**config.mk**
```make
export PLATFORM = sky130hd
export DESIGN_NAME = sar_search
export DESIGN_NICKNAME = d
export VERILOG_FILES = /design/src/rtl/sar_search.sv
export SDC_FILE = /design/constraint.sdc
export NUM_CORES = 1
export LEC_CHECK = 0
export BUFFER_PORTS_ARGS = -buffer_cell sky130_fd_sc_hd__buf_2
export CAP_MARGIN = 20
export CORE_MARGIN = 8
export CORE_UTILIZATION = 45
export DETAILED_ROUTE_END_ITERATION = 7
export PLACE_DENSITY = 0.8
export RECOVER_POWER = 100
export SYNTH_ARGS = -nofsm -noshare
export SYNTH_HDL_FRONTEND = slang
export SYNTH_SLANG_ARGS = --single-unit
```
**constraint.sdc**
```tcl
create_clock -name clk -period 1.6 [get_ports clk]
set_input_delay 0.16 -clock clk [delete_from_list [all_inputs] [get_ports clk]]
set_output_delay 0.16 -clock clk [all_outputs]
set_load 0.01 [all_outputs]
```
**src/rtl/sar_search.sv**
```systemverilog
// sar_search: successive-approximation controller for a 4-bit magnitude
// comparator. Drives the comparator B operand, reads back X (A > B) and
// recovers A one bit per cycle, MSB first.
// Optional feature macro: SAR_LED_EN (led mirrors result when defined,
// otherwise led is tied to zero).
module sar_search #(
  parameter int WIDTH = 4
) (
  input  logic             clk,
  input  logic             rst,
  input  logic             start,
  input  logic             x_in,
  output logic [WIDTH-1:0] b_out,
  output logic [WIDTH-1:0] result,
  output logic             busy,
  output logic             done,
  output logic [WIDTH-1:0] led
);

  localparam int IDXW = (WIDTH > 1) ? $clog2(WIDTH) : 1;
  localparam logic [IDXW-1:0]  IDX_TOP     = IDXW'(WIDTH - 1);
  localparam logic [IDXW-1:0]  IDX_ZERO    = {IDXW{1'b0}};
  localparam logic [WIDTH-1:0] ZERO_W      = {WIDTH{1'b0}};
  localparam logic [WIDTH-1:0] ONE_W       = WIDTH'(1);
  // First trial is the MSB candidate minus one, so X=1 means A >= candidate.
  localparam logic [WIDTH-1:0] FIRST_TRIAL = (ONE_W << (WIDTH - 1)) - ONE_W;

  typedef enum logic [1:0] {
    IDLE = 2'd0,
    TEST = 2'd1,
    DONE = 2'd2
  } state_t;

  state_t          state_r;
  logic [IDXW-1:0] idx_r;

  logic [WIDTH-1:0] bit_mask_s;
  logic [WIDTH-1:0] next_mask_s;
  logic [WIDTH-1:0] res_next_s;
  logic [WIDTH-1:0] trial_next_s;
  logic             last_bit_s;

  // Next partial result and next trial operand for the bit under test.
  always_comb begin
    bit_mask_s   = ONE_W << idx_r;
    next_mask_s  = bit_mask_s >> 1;
    res_next_s   = x_in ? (result | bit_mask_s) : result;
    // Candidate always has a bit set, so subtracting one cannot wrap.
    trial_next_s = (res_next_s | next_mask_s) - ONE_W;
    last_bit_s   = (idx_r == IDX_ZERO);
  end

  // Search sequencer: state, bit index and all registered outputs.
  always_ff @(posedge clk) begin
    if (rst) begin
      state_r <= IDLE;
      idx_r   <= IDX_TOP;
      b_out   <= ZERO_W;
      result  <= ZERO_W;
      busy    <= 1'b0;
      done    <= 1'b0;
    end else begin
      case (state_r)
        IDLE: begin
          done <= 1'b0;
          if (start) begin
            state_r <= TEST;
            idx_r   <= IDX_TOP;
            result  <= ZERO_W;
            b_out   <= FIRST_TRIAL;
            busy    <= 1'b1;
          end else begin
            busy    <= 1'b0;
          end
        end
        TEST: begin
          result <= res_next_s;
          if (last_bit_s) begin
            state_r <= DONE;
            b_out   <= ZERO_W;
            busy    <= 1'b0;
            done    <= 1'b1;
          end else begin
            idx_r   <= idx_r - IDXW'(1);
            b_out   <= trial_next_s;
            busy    <= 1'b1;
            done    <= 1'b0;
          end
        end
        DONE: begin
          // start is deliberately ignored here; it is not queued.
          state_r <= IDLE;
          idx_r   <= IDX_TOP;
          busy    <= 1'b0;
          done    <= 1'b0;
        end
        default: begin
          state_r <= IDLE;
          idx_r   <= IDX_TOP;
          b_out   <= ZERO_W;
          result  <= ZERO_W;
          busy    <= 1'b0;
          done    <= 1'b0;
        end
      endcase
    end
  end

`ifdef SAR_LED_EN
  // LED register follows result on the same edges, showing partial results.
  always_ff @(posedge clk) begin
    if (rst) begin
      led <= ZERO_W;
    end else if (state_r == IDLE && start) begin
      led <= ZERO_W;
    end else if (state_r == TEST) begin
      led <= res_next_s;
    end else begin
      led <= led;
    end
  end
`else
  assign led = ZERO_W;
`endif

endmodule
```
# After elaboration in Yosys (flattened, before gate mapping)
# Cells that the tools add are included.
[word_totals]
regBits = 14
input_bits = 4
output_inout_bits = 14
wordCells = 40
[classes]
n_addsub = 2
eq_ne = 5
shifts = 1
n_mux = 16
bitwise_logic = 4
reduce_logical = 6
[op_table]
columns = ["operator", "n"]
rows = [
  ["case mux 4 bit (3 select lines)", 2],
  ["2-to-1 mux 4 bit", 4],
  ["2-to-1 mux 2 bit", 4],
  ["case mux 2 bit (2 select lines)", 2],
  ["inequality test 2 bit (second input constant)", 3],
  ["AND reduction 2 bit", 3],
  ["zero test 2 bit", 2],
  ["bitwise OR 4 x 3 -> 4 bit", 1],
  ["bitwise OR 4 bit", 1],
  ["left shift 1 x 2 -> 4 bit (first input constant)", 1],
  ["subtractor 4 x 1 -> 4 bit (second input constant)", 1],
  ["2-to-1 mux 1 bit", 3],
  ["== test 2 x 1 -> 1 bit (second input constant)", 1],
  ["== test 2 bit (second input constant)", 1],
  ["NOT 1 bit", 2],
  ["case mux 1 bit (2 select lines)", 1],
  ["OR reduction 2 bit", 1],
  ["subtractor 2 x 1 -> 2 bit (second input constant)", 1],
]

# Logic depth before layout (Yosys ltp)
# Gate-level depths: netlist (run 1).
[logic_depth]
ltp_word = 7
mapped_depth = 6

# Least setup slack after synthesis (run 1)
# Ideal clock, no wire load.
[synth_path]
path_kind = "reg-to-reg"
from = "register idx_r[1]"
to = "register b_out[3]"
setup_time_ps = 126
arrival_time_ps = 1397
required_ps = 1474
path_slack_ps = 77
path_stages_with_launch = 7
n_path_buf = 1
period_less_slack_ps = 1523
cell_sequence = "dfxtp_1 -> inv_1 -> ha_1 -> buf_2 -> or4_1 -> o211ai_1 -> nand3_1"
[synth_between]
elab_chain_len = 7
word_cells_on_any_way = 8
[synth_lines]
columns = ["element", "line_no", "rtl"]
rows = [
  ["start, declared", "35", "logic [IDXW-1:0] idx_r;"],
  ["start signal, assigned", "84", "idx_r <= idx_r - IDXW'(1);"],
  ["left shift 1 x 2 -> 4 bit", "45", "bit_mask_s = ONE_W << idx_r;"],
  ["bitwise OR 4 bit", "47", "res_next_s = x_in ? (result | bit_mask_s) : result;"],
  ["2-to-1 mux 4 bit", "47", ""],
  ["bitwise OR 4 x 3 -> 4 bit", "49", "trial_next_s = (res_next_s | next_mask_s) - ONE_W;"],
  ["subtractor 4 x 1 -> 4 bit", "49", ""],
  ["2-to-1 mux 4 bit *", "78", "if (last_bit_s) begin"],
  ["case mux 4 bit (3 select lines) *", "63", "case (state_r)"],
  ["end signal, assigned", "85", "b_out <= trial_next_s;"],
  ["end, declared", "13", "output logic [WIDTH-1:0] b_out,"],
]
# Every way passes the cells marked *; elsewhere a longest branch is shown, timed or not.
# A chain may end at the register's enable or synchronous reset.

# Worst setup path in the final report (run 1)
[layout_path]
from = "register idx_r[0]"
to = "register b_out[2]"
[layout_between]
word_cells_on_any_way = 8
[layout_lines]
columns = ["element", "line_no", "rtl"]
rows = [
  ["zero test 2 bit", "50", "last_bit_s = (idx_r == IDX_ZERO);"],
  ["via last_bit_s", "41", "logic last_bit_s;"],
  ["2-to-1 mux 4 bit", "78", ""],
  ["case mux 4 bit (3 select lines)", "63", ""],
]
# The timed path passes the listed nets, and every way through them passes these cells.

==> run_summary.xml, run 1 <==
<?xml version="1.0" encoding="UTF-8"?>
<metrics>
  <group name="clock_tree">
    <metric name="tritoncts_num_sinks" unit="">14</metric>
    <metric name="tritoncts" unit="">built</metric>
    <metric name="cts_post_setup_buffers_inserted" unit="">0</metric>
    <metric name="h-tree-depth" unit="">1</metric>
    <metric name="tritoncts.num_buffers" unit="">3</metric>
    <metric name="clk_pin_slew" unit="ns">0.08</metric>
    <metric name="cts-root-to-sink-buffers" unit="">2</metric>
    <metric name="clk-insertion-delay-late" unit="ns">0.28</metric>
    <metric name="holdBufCountCts" unit="">0</metric>
    <metric name="cts_root_buf" unit="">sky130_fd_sc_hd__clkbuf_4</metric>
  </group>
  <group name="floorplanning">
    <metric name="die_height" unit="um">56.5</metric>
    <metric name="core_area" unit="um2">1520</metric>
    <metric name="chipWidth" unit="um">56.5</metric>
    <metric name="start_util" unit="">0.484</metric>
    <metric name="die_area" unit="um2">3190</metric>
    <metric name="floorplan.rows" unit="">14</metric>
    <metric name="floorplan.io_pins" unit="">18</metric>
  </group>
  <group name="timing">
    <metric name="hold_viol_final" unit="">0</metric>
    <metric name="fmaxAchievable" unit="MHz">649</metric>
    <metric name="clock_skew" unit="ns">0.00555</metric>
    <metric name="finalWorstSetupSlack" unit="ns">0.0583</metric>
    <metric name="report.final.setup_viol" unit="">0</metric>
    <metric name="final_min_period_over_clock_period" unit="">0.964</metric>
    <metric name="tns" unit="ns">0</metric>
    <metric name="rsz0062_at_grt" unit="">no</metric>
    <metric name="maxSlewViolCount" unit="">0</metric>
    <metric name="final.min_clock_period" unit="ns">1.54</metric>
    <metric name="timing.hold.ws" unit="ns">0.116</metric>
  </group>
  <group name="worst_setup_path">
    <metric name="setup.worst_path.end_class" unit="">flip-flop</metric>
    <metric name="worst-path-max-fanout" unit="">5</metric>
    <metric name="crit_required" unit="ns">1.80</metric>
    <metric name="worstRegToRegCells" unit="">5</metric>
    <metric name="r2r-start" unit="">idx_r[0]</metric>
    <metric name="rr_endpoint" unit="">b_out[2]</metric>
    <metric name="register_to_register_path_setup_slack" unit="ns">0.06</metric>
    <metric name="path_class" unit="">reg2reg</metric>
    <metric name="timing.critical_path.arrival" unit="ns">1.74</metric>
    <metric name="worst_setup_start_kind" unit="">flip-flop</metric>
  </group>
  <group name="min_path">
    <metric name="hold_critical_path_depth" unit="">2</metric>
    <metric name="hold-path-endpoint" unit="">result[3]</metric>
    <metric name="holdCritPathClass" unit="">in2reg</metric>
    <metric name="min-delay-start" unit="">rst</metric>
  </group>
  <group name="grt">
    <metric name="grt_start_max_net_pins" unit="">10</metric>
    <metric name="grt_pass1_wl" unit="mm">3.04</metric>
    <metric name="antenna_found_initial" unit="">0</metric>
    <metric name="gr-usage-all-layers" unit="">0.114</metric>
    <metric name="overflow" unit="">0</metric>
    <metric name="grt_pass1_vias" unit="">693</metric>
  </group>
  <group name="power">
    <metric name="p_per_area" unit="nW/um2">919</metric>
    <metric name="irDropWorstVdd" unit="V">0.000566</metric>
    <metric name="total_leakage_power" unit="nW">0.359</metric>
  </group>
  <group name="placement">
    <metric name="pre_cts_slack" unit="ns">-0.0218</metric>
    <metric name="buffer_ports.inserted" unit="">13</metric>
    <metric name="dp.final_hpwl" unit="mm">1.34</metric>
    <metric name="place_congestion" unit="">0.840</metric>
  </group>
  <group name="run">
    <metric name="max_cap_violations" unit="">0</metric>
  </group>
  <group name="synthesis">
    <metric name="synth_top_area_frac" unit="">0.380</metric>
    <metric name="postSynth.asyncResetShare" unit="">0</metric>
    <metric name="postSynthCellCount" unit="">83</metric>
    <metric name="prevailing_post_synth_register_cell" unit="">sky130_fd_sc_hd__dfxtp_1</metric>
    <metric name="yosys-top-cells-count" unit="">14 x sky130_fd_sc_hd__dfxtp_1, 8 x sky130_fd_sc_hd__a21oi_1, 4 x sky130_fd_sc_hd__buf_4, 4 x sky130_fd_sc_hd__ha_1</metric>
    <metric name="synth_edf_count" unit="">0</metric>
    <metric name="ys_types" unit="">36</metric>
    <metric name="synth.yosys.warnings" unit="">0</metric>
    <metric name="synthesis.area_per_instance" unit="um2">8.88</metric>
    <metric name="synth.area.top_cells" unit="">sky130_fd_sc_hd__dfxtp_1 38%, sky130_fd_sc_hd__ha_1 6.8%, sky130_fd_sc_hd__a21oi_1 5.4%</metric>
    <metric name="syn_area" unit="um2">737</metric>
    <metric name="ys_seq_area_frac" unit="">0.380</metric>
    <metric name="yosysTopAreaCell" unit="">sky130_fd_sc_hd__dfxtp_1</metric>
    <metric name="synth-seq-cells" unit="">14</metric>
    <metric name="synthMostInstantiatedCell" unit="">sky130_fd_sc_hd__dfxtp_1</metric>
  </group>
  <group name="final_layout">
    <metric name="fin_util" unit="">0.563</metric>
    <metric name="fillCellCount" unit="">160</metric>
    <metric name="areaGrowthSynthToFinish" unit="%">16.5</metric>
    <metric name="share_of_layout_cells_above_drive_strength_1" unit="">0.167</metric>
    <metric name="final_net_count" unit="">111</metric>
    <metric name="antenna_diodes" unit="">0</metric>
  </group>
  <group name="route">
    <metric name="antenna_left" unit="">0</metric>
    <metric name="routed-via-count" unit="">696</metric>
    <metric name="routedWlPerCell" unit="um">14.9</metric>
    <metric name="vias_per_cell" unit="">5.90</metric>
    <metric name="detail_route.first_pass.iterations" unit="">4</metric>
    <metric name="route.final.wire_length" unit="mm">1.76</metric>
    <metric name="drt_first_iter_violations" unit="">13</metric>
    <metric name="remaining_drc_errors" unit="">0</metric>
  </group>
  <group name="run_status">
    <metric name="outcome" unit="">finished clean</metric>
  </group>
</metrics>
==> metal layers <==
metal / part of all wire / vias to the layer above / GRT usage
met4: 0.031 / 0 / 0.0653
met2: 0.48 / 26 / 0.176
li1: - / 336 / -
met1: 0.41 / 326 / 0.128
met3: 0.071 / 8 / 0.0472
met5: 0 / - / 0
==> layout make-up <==
class / instances / area (um2) / share of cell area
clock buffer: 4 / 36.3 / 0.0423
tap: 16 / 20.0 / 0.0233
inverter: 2 / 7.51 / 0.00875
sequential: 14 / 283 / 0.329
timing repair buffer: 19 / 93.8 / 0.109
multi-input combinational: 63 / 418 / 0.487
==> per-stage QoR <==
step                      area, um2  instances  power (W)
final                           858        118   0.000788
after global routing            858        118   0.000834
after CTS                       872        118   0.000804
after detailed placement        828        114   0.000545
after global placement          828        114   0.000539
after floorplan                 748         86   0.000499
==> registers in the layout (all words and copies together) (netlist names) <==
register  flops
state_r       2
idx_r         2
result        4
busy          1
b_out         4
done          1
==> worst max-delay path, stage by stage, from the launching register on <==
cell and delay [ns]:
sky130_fd_sc_hd__dfxtp_2 0.35, sky130_fd_sc_hd__inv_1 0.08, sky130_fd_sc_hd__ha_2 0.22, sky130_fd_sc_hd__a211o_1 0.33, sky130_fd_sc_hd__o31a_1 0.26, sky130_fd_sc_hd__o31ai_2 0.22
==> worst max path at each step <==
stage	startpoint	to	slack [ns]	depth (start not counted)
finish	idx_r[0]	b_out[2]	0.06	5
global placement	idx_r[0]	b_out[2]	0.07	5
CTS	idx_r[0]	b_out[2]	0.01	5
detailed placement	idx_r[0]	b_out[2]	-0.02	5
floorplan	idx_r[1]	b_out[3]	0.08	6
global route	idx_r[0]	b_out[2]	0.006	5
==> power breakdown <==
group	total [W]	internal (W)	switching [W]
registers	0.000386	0.000370	0.0000154
clock network	0.000251	0.000138	0.000113
logic	0.000152	0.0000630	0.0000886
total	0.000788	0.000572	0.000217
==> what timing repair did <==
| item | in CTS | in global routing |
|---|---|---|
| setup endpoints to repair | 1 | 3 |
| gates cloned | 0 | 0 |
| resized for setup | 2 | 2 |
==> cell families after synthesis <==
| group | share of synthesized area |
|---|---|
| adder cells (fa/ha/maj) | 0.0679 |
| other | 0.00509 |
| AND/OR/NAND/NOR | 0.241 |
| AO/OA/AOI/OAI | 0.228 |
| buffers and inverters | 0.0781 |
| flip-flops | 0.380 |
==> layout by cell type (no fill, tap or decap), types with 2 or more instances in the layout <==
| master | n |
|---|---|
| sky130_fd_sc_hd__nor2_1 | 3 |
| sky130_fd_sc_hd__a21oi_1 | 8 |
| sky130_fd_sc_hd__ha_1 | 3 |
| sky130_fd_sc_hd__nand3b_1 | 2 |
| sky130_fd_sc_hd__conb_1 | 4 |
| sky130_fd_sc_hd__and3_1 | 2 |
| sky130_fd_sc_hd__nand2b_1 | 2 |
| sky130_fd_sc_hd__buf_2 | 3 |
| sky130_fd_sc_hd__clkbuf_1 | 11 |
| sky130_fd_sc_hd__clkbuf_4 | 3 |
| sky130_fd_sc_hd__nor2b_1 | 2 |
| sky130_fd_sc_hd__nor3_1 | 3 |
| sky130_fd_sc_hd__buf_4 | 5 |
| sky130_fd_sc_hd__o21a_1 | 2 |
| sky130_fd_sc_hd__nand3_1 | 3 |
| sky130_fd_sc_hd__inv_1 | 2 |
| sky130_fd_sc_hd__o21ai_0 | 3 |
| sky130_fd_sc_hd__o211ai_1 | 2 |
| sky130_fd_sc_hd__nor4_1 | 3 |
| sky130_fd_sc_hd__nor4b_1 | 3 |
| sky130_fd_sc_hd__dfxtp_2 | 2 |
| sky130_fd_sc_hd__dfxtp_1 | 12 |
| sky130_fd_sc_hd__a211oi_1 | 2 |
| sky130_fd_sc_hd__o21ai_1 | 2 |
Power figures use the tool's default switching activity.
==> run 2: changes to the inputs <==
--- a/config.mk
+++ b/config.mk
@@ -11,7 +11,6 @@
 export CORE_UTILIZATION = 45
 export DETAILED_ROUTE_END_ITERATION = 7
 export PLACE_DENSITY = 0.8
-export RECOVER_POWER = 100
 export SYNTH_ARGS = -nofsm -noshare
 export SYNTH_HDL_FRONTEND = slang
 export SYNTH_SLANG_ARGS = --single-unit
==> run_summary.xml, run 2 (synthesized netlist as in run 1, its figures left out) <==
<?xml version="1.0" encoding="UTF-8"?>
<metrics>
  <group name="run_status">
    <metric name="outcome" unit="">finished clean</metric>
  </group>
  <group name="worst_setup_path">
    <metric name="path_class" unit="">reg2reg</metric>
    <metric name="crit_path_max_incr_delay" unit="ns">0.35</metric>
    <metric name="timing.critical_path.arrival" unit="ns">1.74</metric>
    <metric name="critical_path_depth" unit="">5</metric>
    <metric name="worst_setup_start_kind" unit="">flip-flop</metric>
    <metric name="critical_path_buf_inv_count" unit="">1</metric>
    <metric name="crit_path_top_delay_cell" unit="">sky130_fd_sc_hd__dfxtp_2</metric>
    <metric name="worstRegToRegCells" unit="">5</metric>
    <metric name="worst-path-max-fanout" unit="">5</metric>
    <metric name="setup.worst_path.end_class" unit="">flip-flop</metric>
    <metric name="register_to_register_path_setup_slack" unit="ns">0.06</metric>
    <metric name="crit_required" unit="ns">1.80</metric>
    <metric name="cp_cell_sequence" unit="">inv_1, ha_2, a211o_1, o31a_1, o31ai_2</metric>
    <metric name="cp_top_family" unit="">compound AO/OA/AOI/OAI gates</metric>
  </group>
  <group name="timing">
    <metric name="rsz0062_at_grt" unit="">no</metric>
    <metric name="fmaxAchievable" unit="MHz">648</metric>
    <metric name="report.final.setup_viol" unit="">0</metric>
    <metric name="clock_skew" unit="ns">0.00558</metric>
    <metric name="final.min_clock_period" unit="ns">1.54</metric>
    <metric name="maxSlewViolCount" unit="">0</metric>
    <metric name="final_min_period_over_clock_period" unit="">0.965</metric>
    <metric name="hold_viol_final" unit="">0</metric>
  </group>
  <group name="grt">
    <metric name="antenna_found_initial" unit="">0</metric>
    <metric name="grt_start_max_net_pins" unit="">10</metric>
    <metric name="gr-usage-all-layers" unit="">0.114</metric>
    <metric name="grt_pass1_wl" unit="mm">3.04</metric>
    <metric name="overflow" unit="">0</metric>
    <metric name="grt_pass1_vias" unit="">693</metric>
  </group>
  <group name="route">
    <metric name="route.final.wire_length" unit="mm">1.74</metric>
    <metric name="drt_first_iter_violations" unit="">14</metric>
    <metric name="detail_route.first_pass.iterations" unit="">4</metric>
    <metric name="routedWlPerCell" unit="um">14.8</metric>
    <metric name="remaining_drc_errors" unit="">0</metric>
    <metric name="routed-via-count" unit="">685</metric>
    <metric name="antenna_left" unit="">0</metric>
    <metric name="vias_per_cell" unit="">5.81</metric>
  </group>
  <group name="clock_tree">
    <metric name="tritoncts_num_sinks" unit="">14</metric>
    <metric name="cts_root_buf" unit="">sky130_fd_sc_hd__clkbuf_4</metric>
    <metric name="cts-root-to-sink-buffers" unit="">2</metric>
    <metric name="clk_pin_slew" unit="ns">0.08</metric>
    <metric name="clk-insertion-delay-late" unit="ns">0.28</metric>
    <metric name="holdBufCountCts" unit="">0</metric>
    <metric name="h-tree-depth" unit="">1</metric>
    <metric name="tritoncts" unit="">built</metric>
    <metric name="tritoncts.num_buffers" unit="">3</metric>
  </group>
  <group name="placement">
    <metric name="dp.final_hpwl" unit="mm">1.34</metric>
    <metric name="buffer_ports.inserted" unit="">13</metric>
    <metric name="number_of_cells_after_detailed_placement" unit="">114</metric>
    <metric name="place_congestion" unit="">0.840</metric>
  </group>
  <group name="final_layout">
    <metric name="multiInputGateArea" unit="um2">418</metric>
    <metric name="layout_common_cells" unit="">13 x sky130_fd_sc_hd__buf_2, 12 x sky130_fd_sc_hd__dfxtp_1, 8 x sky130_fd_sc_hd__a21oi_1</metric>
    <metric name="antenna_diodes" unit="">0</metric>
    <metric name="fillCellCount" unit="">154</metric>
    <metric name="top_regs" unit="">b_out: 4 flops, result: 4 flops</metric>
    <metric name="share_of_layout_cells_above_drive_strength_1" unit="">0.275</metric>
    <metric name="final_net_count" unit="">111</metric>
    <metric name="layout.cells.non_filler" unit="">118</metric>
    <metric name="layout_commonest_cell" unit="">sky130_fd_sc_hd__buf_2</metric>
    <metric name="sequential_cell_area" unit="um2">283</metric>
    <metric name="areaGrowthSynthToFinish" unit="%">18.7</metric>
  </group>
  <group name="floorplanning">
    <metric name="die_height" unit="um">56.5</metric>
    <metric name="chipWidth" unit="um">56.5</metric>
    <metric name="floorplan.io_pins" unit="">18</metric>
    <metric name="floorplan.rows" unit="">14</metric>
    <metric name="core_area" unit="um2">1520</metric>
    <metric name="die_area" unit="um2">3190</metric>
    <metric name="start_util" unit="">0.484</metric>
  </group>
  <group name="power">
    <metric name="irDropWorstVdd" unit="V">0.000566</metric>
    <metric name="finalPower" unit="W">0.000793</metric>
    <metric name="total_leakage_power" unit="nW">0.403</metric>
    <metric name="p_per_area" unit="nW/um2">906</metric>
  </group>
  <group name="run">
    <metric name="max_cap_violations" unit="">0</metric>
  </group>
  <group name="min_path">
    <metric name="holdCritPathClass" unit="">in2reg</metric>
    <metric name="hold_critical_path_depth" unit="">2</metric>
  </group>
</metrics>
run 2: cell count changes in the layout (fill, tap and decap cells not counted), sizes merged:
cell / delta
clkbuf: -11
buf: +11
run 2: timing repair:
action,in CTS,in global routing
buffers inserted,0,0
setup endpoints to repair,1,3
resized for setup,2,2
cloned,0,0
run 2: area by class of cell:
type	count	area share
Multi-Input combinational cell	63	0.478
Sequential cell	14	0.323
Timing Repair Buffer	19	0.126
Clock buffer	4	0.0415
Tap cell	16	0.0229
Inverter	2	0.00858
run 2: per-layer routing:
metal | wire (um) | vias to the layer above | global-route usage | part of all wire
li1 | - | 337 | - | -
met1 | 728 | 320 | 0.128 | 0.42
met2 | 847 | 20 | 0.176 | 0.49
met3 | 110 | 8 | 0.0472 | 0.063
met4 | 55 | 0 | 0.0653 | 0.032
met5 | 0 | - | 0 | 0
run 2: power by group:
part	switching (W)	internal, W	total (W)
logic	0.0000882	0.0000682	0.000156
registers	0.0000150	0.000370	0.000385
clock network	0.000113	0.000138	0.000251
run 2: path summary, 6_finish.rpt:
check                start   endpoint
hold reg to reg   b_out[0]   b_out[0]
hold / removal         rst  result[3]
setup reg to reg  idx_r[0]   b_out[2]
setup / recovery  idx_r[0]   b_out[2]
run 2: stage by stage:
stage / hold WS, ns / utilization / setup TNS, ns / area [um2] / setup WS (ns)
after CTS: 0.100 / 0.572 / 0 / 872 / 0.0111
after detailed placement: 0.410 / 0.544 / -0.0218 / 828 / -0.0218
after floorplan: 0.229 / - / 0 / 748 / 0.0766
after global routing: 0.119 / 0.574 / 0 / 875 / 0.00410
after global placement: 0.411 / 0.544 / 0 / 828 / 0.0694
final: 0.116 / 0.574 / 0 / 875 / 0.0560
==> run 3: changes to the inputs <==
--- a/config.mk
+++ b/config.mk
@@ -5,6 +5,7 @@
 export SDC_FILE = /design/constraint.sdc
 export NUM_CORES = 1
 export LEC_CHECK = 0
+export ABC_AREA = 1
 export BUFFER_PORTS_ARGS = -buffer_cell sky130_fd_sc_hd__buf_2
 export CAP_MARGIN = 20
 export CORE_MARGIN = 8
==> run_summary.xml, run 3 <==
<?xml version="1.0" encoding="UTF-8"?>
<metrics>
  <group name="run_status">
    <metric name="outcome" unit="">finished clean</metric>
  </group>
  <group name="worst_setup_path">
    <metric name="crit_path_top_delay_cell" unit="">sky130_fd_sc_hd__dfxtp_1</metric>
    <metric name="register_to_register_path_setup_slack" unit="ns">0.18</metric>
    <metric name="r2r-start" unit="">idx_r[0]</metric>
    <metric name="rr_endpoint" unit="">b_out[3]</metric>
    <metric name="crit_required" unit="ns">1.82</metric>
    <metric name="crit_path_max_incr_delay" unit="ns">0.37</metric>
    <metric name="cp_cell_sequence" unit="">inv_1, ha_1, nand2_1, nand3_2, nor2_4, nand2_1, nand2_1, nand3_1, a21oi_2</metric>
    <metric name="critical_path.most_common_cell" unit="">sky130_fd_sc_hd__nand2_1</metric>
    <metric name="worst-path-max-fanout" unit="">4</metric>
    <metric name="path_class" unit="">reg2reg</metric>
    <metric name="critical_path_buf_inv_count" unit="">1</metric>
    <metric name="worstRegToRegCells" unit="">9</metric>
    <metric name="setup.worst_path.end_class" unit="">flip-flop</metric>
    <metric name="timing.critical_path.arrival" unit="ns">1.65</metric>
    <metric name="cp_top_family" unit="">simple AND/OR/NAND/NOR gates</metric>
    <metric name="worst_setup_start_kind" unit="">flip-flop</metric>
  </group>
  <group name="floorplanning">
    <metric name="floorplan.io_pins" unit="">18</metric>
    <metric name="core_area" unit="um2">1510</metric>
    <metric name="die_area" unit="um2">3150</metric>
    <metric name="chipWidth" unit="um">56.1</metric>
    <metric name="die_height" unit="um">56.1</metric>
    <metric name="floorplan.rows" unit="">14</metric>
    <metric name="start_util" unit="">0.480</metric>
  </group>
  <group name="synthesis">
    <metric name="yosys-top-cells-count" unit="">26 x sky130_fd_sc_hd__nand2_1, 14 x sky130_fd_sc_hd__dfxtp_1, 13 x sky130_fd_sc_hd__inv_1</metric>
    <metric name="syn_area" unit="um2">723</metric>
    <metric name="postSynthCellCount" unit="">97</metric>
    <metric name="ys_seq_area_frac" unit="">0.388</metric>
    <metric name="synth.area.top_cells" unit="">sky130_fd_sc_hd__dfxtp_1 39%, sky130_fd_sc_hd__nand2_1 13%, sky130_fd_sc_hd__a21oi_1 7.6%</metric>
    <metric name="yosysTopAreaCell" unit="">sky130_fd_sc_hd__dfxtp_1</metric>
    <metric name="synth-seq-cells" unit="">14</metric>
    <metric name="prevailing_post_synth_register_cell" unit="">sky130_fd_sc_hd__dfxtp_1</metric>
    <metric name="postSynth.asyncResetShare" unit="">0</metric>
    <metric name="synth_edf_count" unit="">0</metric>
    <metric name="synth_top_area_frac" unit="">0.388</metric>
    <metric name="ys_types" unit="">19</metric>
    <metric name="synthesis.area_per_instance" unit="um2">7.46</metric>
    <metric name="synth.yosys.warnings" unit="">0</metric>
    <metric name="synthMostInstantiatedCell" unit="">sky130_fd_sc_hd__nand2_1</metric>
  </group>
  <group name="placement">
    <metric name="place_congestion" unit="">0.822</metric>
    <metric name="buffer_ports.inserted" unit="">13</metric>
    <metric name="dp.final_hpwl" unit="mm">1.14</metric>
    <metric name="post_dp_cell_area" unit="um2">785</metric>
  </group>
  <group name="final_layout">
    <metric name="areaGrowthSynthToFinish" unit="%">13.5</metric>
    <metric name="share_of_layout_cells_above_drive_strength_1" unit="">0.241</metric>
    <metric name="antenna_diodes" unit="">0</metric>
    <metric name="final_net_count" unit="">121</metric>
    <metric name="layout_common_cells" unit="">26 x sky130_fd_sc_hd__nand2_1, 14 x sky130_fd_sc_hd__dfxtp_1, 13 x sky130_fd_sc_hd__inv_1, 13 x sky130_fd_sc_hd__buf_2, 11 x sky130_fd_sc_hd__a21oi_1</metric>
    <metric name="postLayoutCellArea" unit="um2">821</metric>
    <metric name="layout_commonest_cell" unit="">sky130_fd_sc_hd__nand2_1</metric>
    <metric name="top_regs" unit="">b_out: 4 flops, result: 4 flops</metric>
  </group>
  <group name="route">
    <metric name="antenna_left" unit="">0</metric>
    <metric name="remaining_drc_errors" unit="">0</metric>
    <metric name="routedWlPerCell" unit="um">11.5</metric>
    <metric name="vias_per_cell" unit="">4.80</metric>
    <metric name="route.final.wire_length" unit="mm">1.47</metric>
    <metric name="routed-via-count" unit="">615</metric>
    <metric name="detail_route.first_pass.iterations" unit="">4</metric>
    <metric name="drt_first_iter_violations" unit="">25</metric>
  </group>
  <group name="grt">
    <metric name="overflow" unit="">0</metric>
    <metric name="grt_pass1_wl" unit="mm">2.51</metric>
    <metric name="antenna_found_initial" unit="">0</metric>
    <metric name="grt_pass1_vias" unit="">583</metric>
    <metric name="grt_start_max_net_pins" unit="">9</metric>
    <metric name="gr-usage-all-layers" unit="">0.0961</metric>
  </group>
  <group name="timing">
    <metric name="report.final.setup_viol" unit="">0</metric>
    <metric name="clock_skew" unit="ns">0.000503</metric>
    <metric name="hold_viol_final" unit="">0</metric>
    <metric name="rsz0062_at_grt" unit="">no</metric>
    <metric name="tns" unit="ns">0</metric>
    <metric name="maxSlewViolCount" unit="">0</metric>
    <metric name="timing.hold.ws" unit="ns">0.133</metric>
    <metric name="fmaxAchievable" unit="MHz">702</metric>
    <metric name="final.min_clock_period" unit="ns">1.42</metric>
    <metric name="final_min_period_over_clock_period" unit="">0.890</metric>
  </group>
  <group name="clock_tree">
    <metric name="tritoncts.num_buffers" unit="">3</metric>
    <metric name="tritoncts" unit="">built</metric>
    <metric name="tritoncts_num_sinks" unit="">14</metric>
    <metric name="cts_root_buf" unit="">sky130_fd_sc_hd__clkbuf_4</metric>
    <metric name="cts_post_setup_buffers_inserted" unit="">0</metric>
    <metric name="holdBufCountCts" unit="">0</metric>
    <metric name="cts_repair_resize_count" unit="">0</metric>
    <metric name="clk-insertion-delay-late" unit="ns">0.28</metric>
    <metric name="clk_pin_slew" unit="ns">0.09</metric>
    <metric name="cts-root-to-sink-buffers" unit="">2</metric>
    <metric name="h-tree-depth" unit="">1</metric>
  </group>
  <group name="min_path">
    <metric name="hold_critical_path_depth" unit="">2</metric>
    <metric name="hold-path-endpoint" unit="">b_out[3]</metric>
    <metric name="min-delay-start" unit="">rst</metric>
    <metric name="holdCritPathClass" unit="">in2reg</metric>
  </group>
  <group name="power">
    <metric name="total_leakage_power" unit="nW">0.425</metric>
    <metric name="p_per_area" unit="nW/um2">929</metric>
    <metric name="irDropWorstVdd" unit="V">0.000387</metric>
  </group>
  <group name="run">
    <metric name="max_cap_violations" unit="">0</metric>
  </group>
</metrics>
-- run 3: cell count changes after synthesis, moves of 3 or more --
| cell | change |
|---|---|
| sky130_fd_sc_hd__inv_1 | +11 |
| sky130_fd_sc_hd__a21oi_1 | +3 |
| sky130_fd_sc_hd__o21ai_1 | -3 |
| sky130_fd_sc_hd__nand2_1 | +25 |
| sky130_fd_sc_hd__nor4_1 | -3 |
| sky130_fd_sc_hd__nor4b_1 | -3 |
-- run 3: layer usage --
metal / vias up / part of all wire / global-route usage
met5: - / 0 / 0
met4: 0 / 0.035 / 0.0619
met3: 7 / 0.051 / 0.0297
met2: 16 / 0.45 / 0.149
met1: 262 / 0.47 / 0.110
li1: 330 / - / -
-- run 3: cell families after synthesis --
kind of cell | synth area share
buffers and inverters | 0.126
AO/OA/AOI/OAI | 0.151
AND/OR/NAND/NOR | 0.261
flip-flops | 0.388
other | 0.00519
adder cells (fa/ha/maj) | 0.0692
-- run 3: where the power goes --
part	switching, W	leakage (nW)	internal [W]
Sequential	0.0000108	0.115	0.000367
Combinational	0.0000820	0.289	0.0000457
Clock	0.000118	0.0210	0.000138
Total	0.000211	0.425	0.000551
-- run 3: how the worst max path moves through the flow --
stage / slack [ns] / cells past startpoint / to / startpoint
global route: 0.02 / 8 / b_out[2] / idx_r[0]
floorplan: 0.30 / 9 / b_out[3] / idx_r[0]
CTS: 0.16 / 9 / b_out[3] / idx_r[0]
detailed placement: 0.19 / 9 / b_out[3] / idx_r[0]
global placement: 0.24 / 9 / b_out[3] / idx_r[0]
finish: 0.18 / 9 / b_out[3] / idx_r[0]
-- run 3: stage by stage --
step	setup WS (ns)	total power, W	std cells	utilization
final	0.176	0.000762	128	0.545
after global routing	0.0183	0.000810	128	0.545
after CTS	0.158	0.000771	128	0.545
after detailed placement	0.189	0.000514	124	0.521
after global placement	0.244	0.000511	124	0.521
after floorplan	0.297	0.000484	100	-
-- run 3: layout make-up --
cell class | instances | area (um2)
fill | 147 | 686
multi-input combinational | 66 | 363
sequential | 14 | 280
timing repair buffer | 13 | 65.1
inverter | 15 | 56.3
clock buffer | 4 | 36.3
tap | 16 | 20.0
